--- src/rtl/uart_rx_if.sv ---
// ---------------------------------------------------------------------------
// uart_rx_if -- signal bundle between a UART receiver and its environment.
//
// Signals
//   tick         one-clk pulse at BAUD*OVERSAMPLING_RATE (from the baud generator)
//   rx           asynchronous serial line, idle high
//   rx_data      last good word received, LSB = first bit on the line
//   rx_valid     one-clk pulse when rx_data is updated by a good frame
//   frame_error  one-clk pulse when the stop bit samples low
//   busy         high while a frame is being received
//   parity_error one-clk pulse on an even-parity mismatch (UART_RX_PARITY_EN only)
//
// Modports
//   master  environment side: drives tick/rx, observes the receiver outputs
//   slave   receiver side:    observes tick/rx, drives the outputs
//
// Build option: define UART_RX_PARITY_EN to add the parity_error signal.
// ---------------------------------------------------------------------------
interface uart_rx_if #(
  parameter int DATA_BITS = 8
);
  logic                 tick;
  logic                 rx;
  logic [DATA_BITS-1:0] rx_data;
  logic                 rx_valid;
  logic                 frame_error;
  logic                 busy;
`ifdef UART_RX_PARITY_EN
  logic                 parity_error;

  modport master (
    output tick,
    output rx,
    input  rx_data,
    input  rx_valid,
    input  frame_error,
    input  busy,
    input  parity_error
  );

  modport slave (
    input  tick,
    input  rx,
    output rx_data,
    output rx_valid,
    output frame_error,
    output busy,
    output parity_error
  );
`else
  modport master (
    output tick,
    output rx,
    input  rx_data,
    input  rx_valid,
    input  frame_error,
    input  busy
  );

  modport slave (
    input  tick,
    input  rx,
    output rx_data,
    output rx_valid,
    output frame_error,
    output busy
  );
`endif
endinterface

--- src/rtl/uart_rx.sv ---
// ---------------------------------------------------------------------------
// uart_rx -- oversampling UART receiver.
//
// Receives start + DATA_BITS data bits (LSB first) [+ even parity] + stop.
// The start bit is verified at its mid-point; every later bit is sampled one
// full bit period after the previous sample, i.e. also at its mid-point.
//
// Parameters
//   DATA_BITS          data bits per frame, 5..8
//   OVERSAMPLING_RATE  ticks per bit period, power of two, >= 8
//
// Ports
//   clk   system clock
//   rst   asynchronous active-low reset
//   bus   uart_rx_if.slave: tick, rx in; rx_data, rx_valid, frame_error,
//         busy (and parity_error) out -- all outputs are registered
//
// Build option: define UART_RX_PARITY_EN to add a PARITY state between DATA
// and STOP and the parity_error output.
// ---------------------------------------------------------------------------
module uart_rx #(
  parameter int DATA_BITS         = 8,
  parameter int OVERSAMPLING_RATE = 16
) (
  input  logic     clk,
  input  logic     rst,
  uart_rx_if.slave bus
);

  localparam int CW = $clog2(OVERSAMPLING_RATE);

  localparam logic [CW-1:0] CNT_ZERO = CW'(0);
  localparam logic [CW-1:0] CNT_ONE  = CW'(1);
  localparam logic [CW-1:0] CNT_MID  = CW'(OVERSAMPLING_RATE / 2 - 1);
  localparam logic [CW-1:0] CNT_END  = CW'(OVERSAMPLING_RATE - 1);
  localparam logic [2:0]    LAST_IDX = 3'(DATA_BITS - 1);

  localparam logic [2:0] ST_IDLE   = 3'd0;
  localparam logic [2:0] ST_START  = 3'd1;
  localparam logic [2:0] ST_DATA   = 3'd2;
  localparam logic [2:0] ST_STOP   = 3'd3;
`ifdef UART_RX_PARITY_EN
  localparam logic [2:0] ST_PARITY = 3'd4;
`endif

  // synchronizer
  logic                 rx_meta_r;
  logic                 rx_s_r;

  // frame state
  logic [2:0]           state_r;
  logic [2:0]           state_s;
  logic [CW-1:0]        cnt_r;
  logic [CW-1:0]        cnt_s;
  logic [2:0]           idx_r;
  logic [2:0]           idx_s;
  logic [DATA_BITS-1:0] shift_r;
  logic [DATA_BITS-1:0] shift_s;
  logic                 armed_r;
  logic                 armed_s;

  // outputs
  logic [DATA_BITS-1:0] rx_data_r;
  logic [DATA_BITS-1:0] rx_data_s;
  logic                 rx_valid_r;
  logic                 valid_s;
  logic                 frame_error_r;
  logic                 ferr_s;
  logic                 busy_r;

`ifdef UART_RX_PARITY_EN
  logic                 par_bad_r;
  logic                 par_bad_s;
  logic                 parity_error_r;
  logic                 perr_s;
`endif

  logic                 mid_hit_s;
  logic                 end_hit_s;

  // Even parity: the XOR of data bits and parity bit must be zero.
  function automatic logic parity_bad(input logic [DATA_BITS-1:0] data,
                                      input logic                 pbit);
    parity_bad = (^data) ^ pbit;
  endfunction

  // Sample-point strobes: the tick on which the counter sits at a sample value.
  assign mid_hit_s = bus.tick && (cnt_r == CNT_MID);
  assign end_hit_s = bus.tick && (cnt_r == CNT_END);

  // Two-flop synchronizer for the asynchronous serial line (idle high).
  always_ff @(posedge clk or negedge rst) begin
    if (!rst) begin
      rx_meta_r <= 1'b1;
      rx_s_r    <= 1'b1;
    end else begin
      rx_meta_r <= bus.rx;
      rx_s_r    <= rx_meta_r;
    end
  end

  // Next-state, datapath and output-decision logic.
  always_comb begin
    state_s   = state_r;
    idx_s     = idx_r;
    shift_s   = shift_r;
    armed_s   = 1'b0;            // arming only survives while in IDLE
    rx_data_s = rx_data_r;
    valid_s   = 1'b0;
    ferr_s    = 1'b0;
`ifdef UART_RX_PARITY_EN
    par_bad_s = par_bad_r;
    perr_s    = 1'b0;
`endif
    case (state_r)
      ST_IDLE: begin
        // A falling edge only counts once the line has been seen high in IDLE,
        // so a line held low (break, or a failed stop bit) cannot retrigger.
        if (armed_r && !rx_s_r) begin
          state_s = ST_START;
        end else begin
          armed_s = armed_r | rx_s_r;
        end
      end

      ST_START: begin
        if (mid_hit_s) begin
          if (rx_s_r) begin
            state_s = ST_IDLE;     // glitch / false start
          end else begin
            state_s = ST_DATA;
            idx_s   = 3'd0;
          end
        end else begin
          state_s = ST_START;
        end
      end

      ST_DATA: begin
        if (end_hit_s) begin
          shift_s = {rx_s_r, shift_r[DATA_BITS-1:1]};
          if (idx_r == LAST_IDX) begin
`ifdef UART_RX_PARITY_EN
            state_s = ST_PARITY;
`else
            state_s = ST_STOP;
`endif
            idx_s   = 3'd0;
          end else begin
            idx_s   = idx_r + 3'd1;
          end
        end else begin
          shift_s = shift_r;
        end
      end

`ifdef UART_RX_PARITY_EN
      ST_PARITY: begin
        if (end_hit_s) begin
          par_bad_s = parity_bad(shift_r, rx_s_r);
          state_s   = ST_STOP;
        end else begin
          par_bad_s = par_bad_r;
        end
      end
`endif

      ST_STOP: begin
        // Leaving at the stop-bit mid-point leaves half a bit to re-arm,
        // so a back-to-back start edge is still caught.
        if (end_hit_s) begin
          state_s = ST_IDLE;
          if (rx_s_r) begin
            rx_data_s = shift_r;
            valid_s   = 1'b1;
          end else begin
            ferr_s    = 1'b1;
          end
`ifdef UART_RX_PARITY_EN
          perr_s = par_bad_r;
`endif
        end else begin
          state_s = ST_STOP;
        end
      end

      default: begin
        state_s = ST_IDLE;
      end
    endcase
  end

  // Tick counter: advances on tick, restarts on every state change so each
  // state measures its sample point from its own entry.
  always_comb begin
    if (state_s != state_r) begin
      cnt_s = CNT_ZERO;
    end else if (bus.tick) begin
      cnt_s = cnt_r + CNT_ONE;      // wraps naturally across DATA bits
    end else begin
      cnt_s = cnt_r;
    end
  end

  // State and output registers.
  always_ff @(posedge clk or negedge rst) begin
    if (!rst) begin
      state_r        <= ST_IDLE;
      cnt_r          <= CNT_ZERO;
      idx_r          <= 3'd0;
      shift_r        <= {DATA_BITS{1'b0}};
      armed_r        <= 1'b0;
      rx_data_r      <= {DATA_BITS{1'b0}};
      rx_valid_r     <= 1'b0;
      frame_error_r  <= 1'b0;
      busy_r         <= 1'b0;
`ifdef UART_RX_PARITY_EN
      par_bad_r      <= 1'b0;
      parity_error_r <= 1'b0;
`endif
    end else begin
      state_r        <= state_s;
      cnt_r          <= cnt_s;
      idx_r          <= idx_s;
      shift_r        <= shift_s;
      armed_r        <= armed_s;
      rx_data_r      <= rx_data_s;
      rx_valid_r     <= valid_s;
      frame_error_r  <= ferr_s;
      busy_r         <= (state_s != ST_IDLE);   // tracks state_r exactly
`ifdef UART_RX_PARITY_EN
      par_bad_r      <= par_bad_s;
      parity_error_r <= perr_s;
`endif
    end
  end

  assign bus.rx_data      = rx_data_r;
  assign bus.rx_valid     = rx_valid_r;
  assign bus.frame_error  = frame_error_r;
  assign bus.busy         = busy_r;
`ifdef UART_RX_PARITY_EN
  assign bus.parity_error = parity_error_r;
`endif

endmodule

--- src/flat_wrapper.sv ---
// flat-port wrapper written by rule: the top's interface ports become plain ports
module uart_rx_flat 
#(
  parameter int DATA_BITS         = 8,
  parameter int OVERSAMPLING_RATE = 16
)
  (clk, rst, bus_tick, bus_rx, bus_rx_data, bus_rx_valid, bus_frame_error, bus_busy);
  uart_rx_if #(.DATA_BITS(DATA_BITS)) bus_i ();
  input  logic clk;
  input  logic rst;
  input wire logic [$bits(bus_i.tick)-1:0] bus_tick;
  input wire logic [$bits(bus_i.rx)-1:0] bus_rx;
  output wire logic [$bits(bus_i.rx_data)-1:0] bus_rx_data;
  output wire logic [$bits(bus_i.rx_valid)-1:0] bus_rx_valid;
  output wire logic [$bits(bus_i.frame_error)-1:0] bus_frame_error;
  output wire logic [$bits(bus_i.busy)-1:0] bus_busy;
  assign bus_i.tick = bus_tick;
  assign bus_i.rx = bus_rx;
  assign bus_rx_data = bus_i.rx_data;
  assign bus_rx_valid = bus_i.rx_valid;
  assign bus_frame_error = bus_i.frame_error;
  assign bus_busy = bus_i.busy;
  uart_rx #(.DATA_BITS(DATA_BITS), .OVERSAMPLING_RATE(OVERSAMPLING_RATE)) u_core (.clk(clk), .rst(rst), .bus(bus_i));
endmodule
--- config.mk ---
export PLATFORM = sky130hd
export DESIGN_NAME = uart_rx_flat
export DESIGN_NICKNAME = d
export VERILOG_FILES = /design/src/rtl/uart_rx_if.sv /design/src/rtl/uart_rx.sv /design/src/flat_wrapper.sv
export SDC_FILE = /design/constraint.sdc
export NUM_CORES = 1
export LEC_CHECK = 0
export ABC_AREA = 1
export CAP_MARGIN = 0
export CORE_MARGIN = 5
export CORE_UTILIZATION = 45
export CTS_CLUSTER_SIZE = 8
export DETAILED_ROUTE_END_ITERATION = 16
export DONT_BUFFER_PORTS = 1
export PLACE_DENSITY = 0.7
export SYNTH_ARGS = -nofsm -noshare
export SYNTH_HDL_FRONTEND = slang
export SYNTH_SLANG_ARGS = --single-unit
--- constraint.sdc ---
create_clock -name clk -period 1.8 [get_ports clk]
set_input_delay 0.09 -clock clk [delete_from_list [all_inputs] [get_ports clk]]
set_output_delay 0.09 -clock clk [all_outputs]
set_load 0.02 [all_outputs]
==> results_dict.tcl <==
set metrics [dict create \
    status "complete, no violations" \
    synth_seq_cells 32 \
    htreeDepth 2 \
    end_kind "flip-flop" \
    final.setup.tns_ps 0 \
    drv_slew 0 \
    hold_end "u_core.cnt_r[3]" \
    yosysWarnings 0 \
    clk_latency_ps 330 \
    critPathBufInv 2 \
    start_util_pct 46.20 \
    reg2reg_slack_ps 210 \
    cp_common_cell "nand3_1" \
    final_cell_mix "nand2_1 (30), dfrtp_1 (30), nor2_1 (13), inv_1 (12), nand3_1 (8)" \
    cts_root_buf "clkbuf_4" \
    finalHoldViolCount 0 \
    clk_pin_slew_ps 90 \
    startpoint_type "flip-flop" \
    final.setup.worst_slack_ps 213.1 \
    dr_wl_met2_microns 1100 \
    nets 158 \
    grt_usage_pct 13.69 \
    ys_types 25 \
    synth_nets 148 \
    worst_r2r_path_depth 8 \
    crit_required_ps 2010 \
    grt_pass1_vias 1013 \
    ant_nets 0 \
    reg2reg_from "u_core.cnt_r[0]" \
    stdcell_area_sq_um 1569 \
    syn_area_per_cell_sq_um 9.921 \
    rows 20 \
    synthCells 141 \
    routed_wl_microns 2282 \
    seq_area_frac_synth_pct 57.42 \
    antenna_cells 0 \
    cp_max_fo 4 \
    power.density_nw_per_um2 846.0 \
    dp_slack_ps 243.7 \
    cts_tree "done" \
    grt_overflow 0 \
    fillers 271 \
    netlist_area_sq_um 1399 \
    dr.pass1.iters 4 \
    utilization_pct 51.82 \
    io-pin-count 15 \
    crit_path_start "u_core.cnt_r[0]" \
    drt_iter0_drc 63 \
    routed.top_layer "met4" \
    hold_path.class "input port to flip-flop" \
    dp_hpwl_microns 1657 \
    peakVddDrop_mv 0.3369 \
    drive_gt1_share_pct 22.37 \
    grt_pass1_wl_microns 4422 \
    chipWidth_microns 65.76 \
    numPortBuffers 0 \
    fin_crit_sh_pct 88.16 \
    wl_per_cell_microns 11.64 \
    grt_max_degree 33 \
    die_height_microns 65.76 \
    routabilityCongestion 0.8197 \
    reg2reg_to "u_core.bus.busy" \
    critPathKind "flip-flop to flip-flop" \
    crit_chain "ha_1, nand2_2, clkinv_1, nand3_1, nor2_1, inv_1, nand3_1, or2_1" \
    rsz0062_at_grt "false" \
    grt_antenna_before_repair 0 \
    slowest_delay_ps 410 \
    syn_to_final_growth_pct 12.16 \
    cp_top_family "simple AND/OR/NAND/NOR gates" \
    dieArea_sq_um 4324 \
    arrival_ps 1800 \
    cts_buffers 5 \
    holdPathStages 3 \
    maxCapViolations 0 \
    dr_total_vias 956 \
    wl_met3_microns 155 \
    fin_skew_ps 9.596 \
    dpl_cell_area_sq_um 1443 \
    drcViolationCount 0 \
    core-area_sq_um 3028 \
    wl_met1_microns 947 \
    worstHoldStart "bus_tick" \
    cts_sinks 32 \
    cp_slowest_cell "dfrtp_1" \
    period_minus_slack_ps 1587 \
    layout.cells.non_filler 196 \
    leakage_nw 0.7725 \
    fmax_mhz 630.2 \
    clockBufferDepth 2 \
    placed_cells 184 \
    finalSetupViolations 0 \
    viasPerCell 4.878 \
]
worst register-to-register path, stage by stage (launching register included):
cell and delay (ps):
dfrtp_1 410, ha_1 210, nand2_2 120, clkinv_1 110, nand3_1 100, nor2_1 70, inv_1 110, nand3_1 110
or2_1 230
synth_stat cells:
cell type  count  area [sq um]
or2_1          1         6.260
dfstp_2        2         52.55
clkinv_1       1         3.750
nand2_2        5         31.28
nor2_1        13         48.80
nand4_1        2         12.51
ha_1           3         37.54
nor2_4         4         45.04
xor2_1         2         17.52
mux2i_1        1         10.01
xnor2_1        1         8.760
buf_4          1         7.510
o21ai_1        1         5.000
inv_1         12         45.04
nand3_2        2         20.02
buf_6          1         11.26
conb_1         1         3.750
o21ai_2        7         61.31
dfrtp_1       30         750.7
inv_2          4         15.01
nand2_1       30         112.6
o21ai_0        7         35.03
nor3_1         1         5.000
nand3_1        8         40.04
o31ai_2        1         12.51
state kept, by name, indices dropped and copies added, names as in the netlist:
signal and flops:
u_core.armed_r 1, u_core.bus.busy 1, u_core.bus.frame_error 1, u_core.bus.rx_data 8, u_core.bus.rx_valid 1, u_core.cnt_r 4
u_core.idx_r 3, u_core.rx_meta_r 1, u_core.rx_s_r 1, u_core.shift_r 8, u_core.state_r 3
where the power goes:
group | switching, W | internal, W
combinational | 0.0000341 | 0.0000230
clock | 0.000235 | 0.000291
sequential | 0.0000117 | 0.000733
layer usage:
| metal | GRT usage, % | vias to the layer above |
|---|---|---|
| li1 | - | 461 |
| met1 | 15.92 | 448 |
| met2 | 22.03 | 37 |
| met3 | 4.615 | 10 |
| met4 | 7.513 | 0 |
| met5 | 0 | - |
final cells by class:
| type | count | area [sq um] | area share [%] |
|---|---|---|---|
| Sequential cell | 32 | 803.3 | 51.20 |
| Multi-Input combinational cell | 90 | 513.0 | 32.70 |
| Inverter | 17 | 63.81 | 4.067 |
| Timing Repair Buffer | 5 | 57.56 | 3.668 |
| Tap cell | 44 | 55.05 | 3.509 |
| Clock buffer | 6 | 41.29 | 2.632 |
| Clock inverter | 2 | 35.03 | 2.233 |
timing repair:
item                                   CTS  global route
hold buffers                             4             0
endpoints found under the hold margin   35             0
setup buffers                            0             0
resized for setup                        0             0
how the worst max path moves through the flow:
stage,cells after the start,slack [ps],end
final,8,210,u_core.bus.busy
after CTS,8,210,u_core.bus.busy
after detailed placement,8,240,u_core.bus.busy
after floorplan,8,390,u_core.bus.busy
after global placement,8,260,u_core.bus.busy
after global routing,8,30,u_core.bus.busy
cell families after synthesis:
| kind of cell | synth area share, % |
|---|---|
| AND/OR/NAND/NOR | 22.99 |
| adder cells (fa/ha/maj) | 2.684 |
| multiplexers | 0.7156 |
| buffers and inverters | 5.903 |
| other | 0.2681 |
| AO/OA/AOI/OAI | 8.139 |
| XOR/XNOR | 1.879 |
| flip-flops | 57.42 |
per-stage QoR:
stage	total power [W]	hold slack, ps
2_1_floorplan	0.0007846	-205.6
4_1_cts	0.001351	1.799
3_5_place_dp	0.0007924	-204.8
6_report	0.001327	16.73
3_3_place_gp	0.0007901	-204.7
5_1_grt	0.001398	57.90
Note: power is estimated with default switching activity, not from simulation.
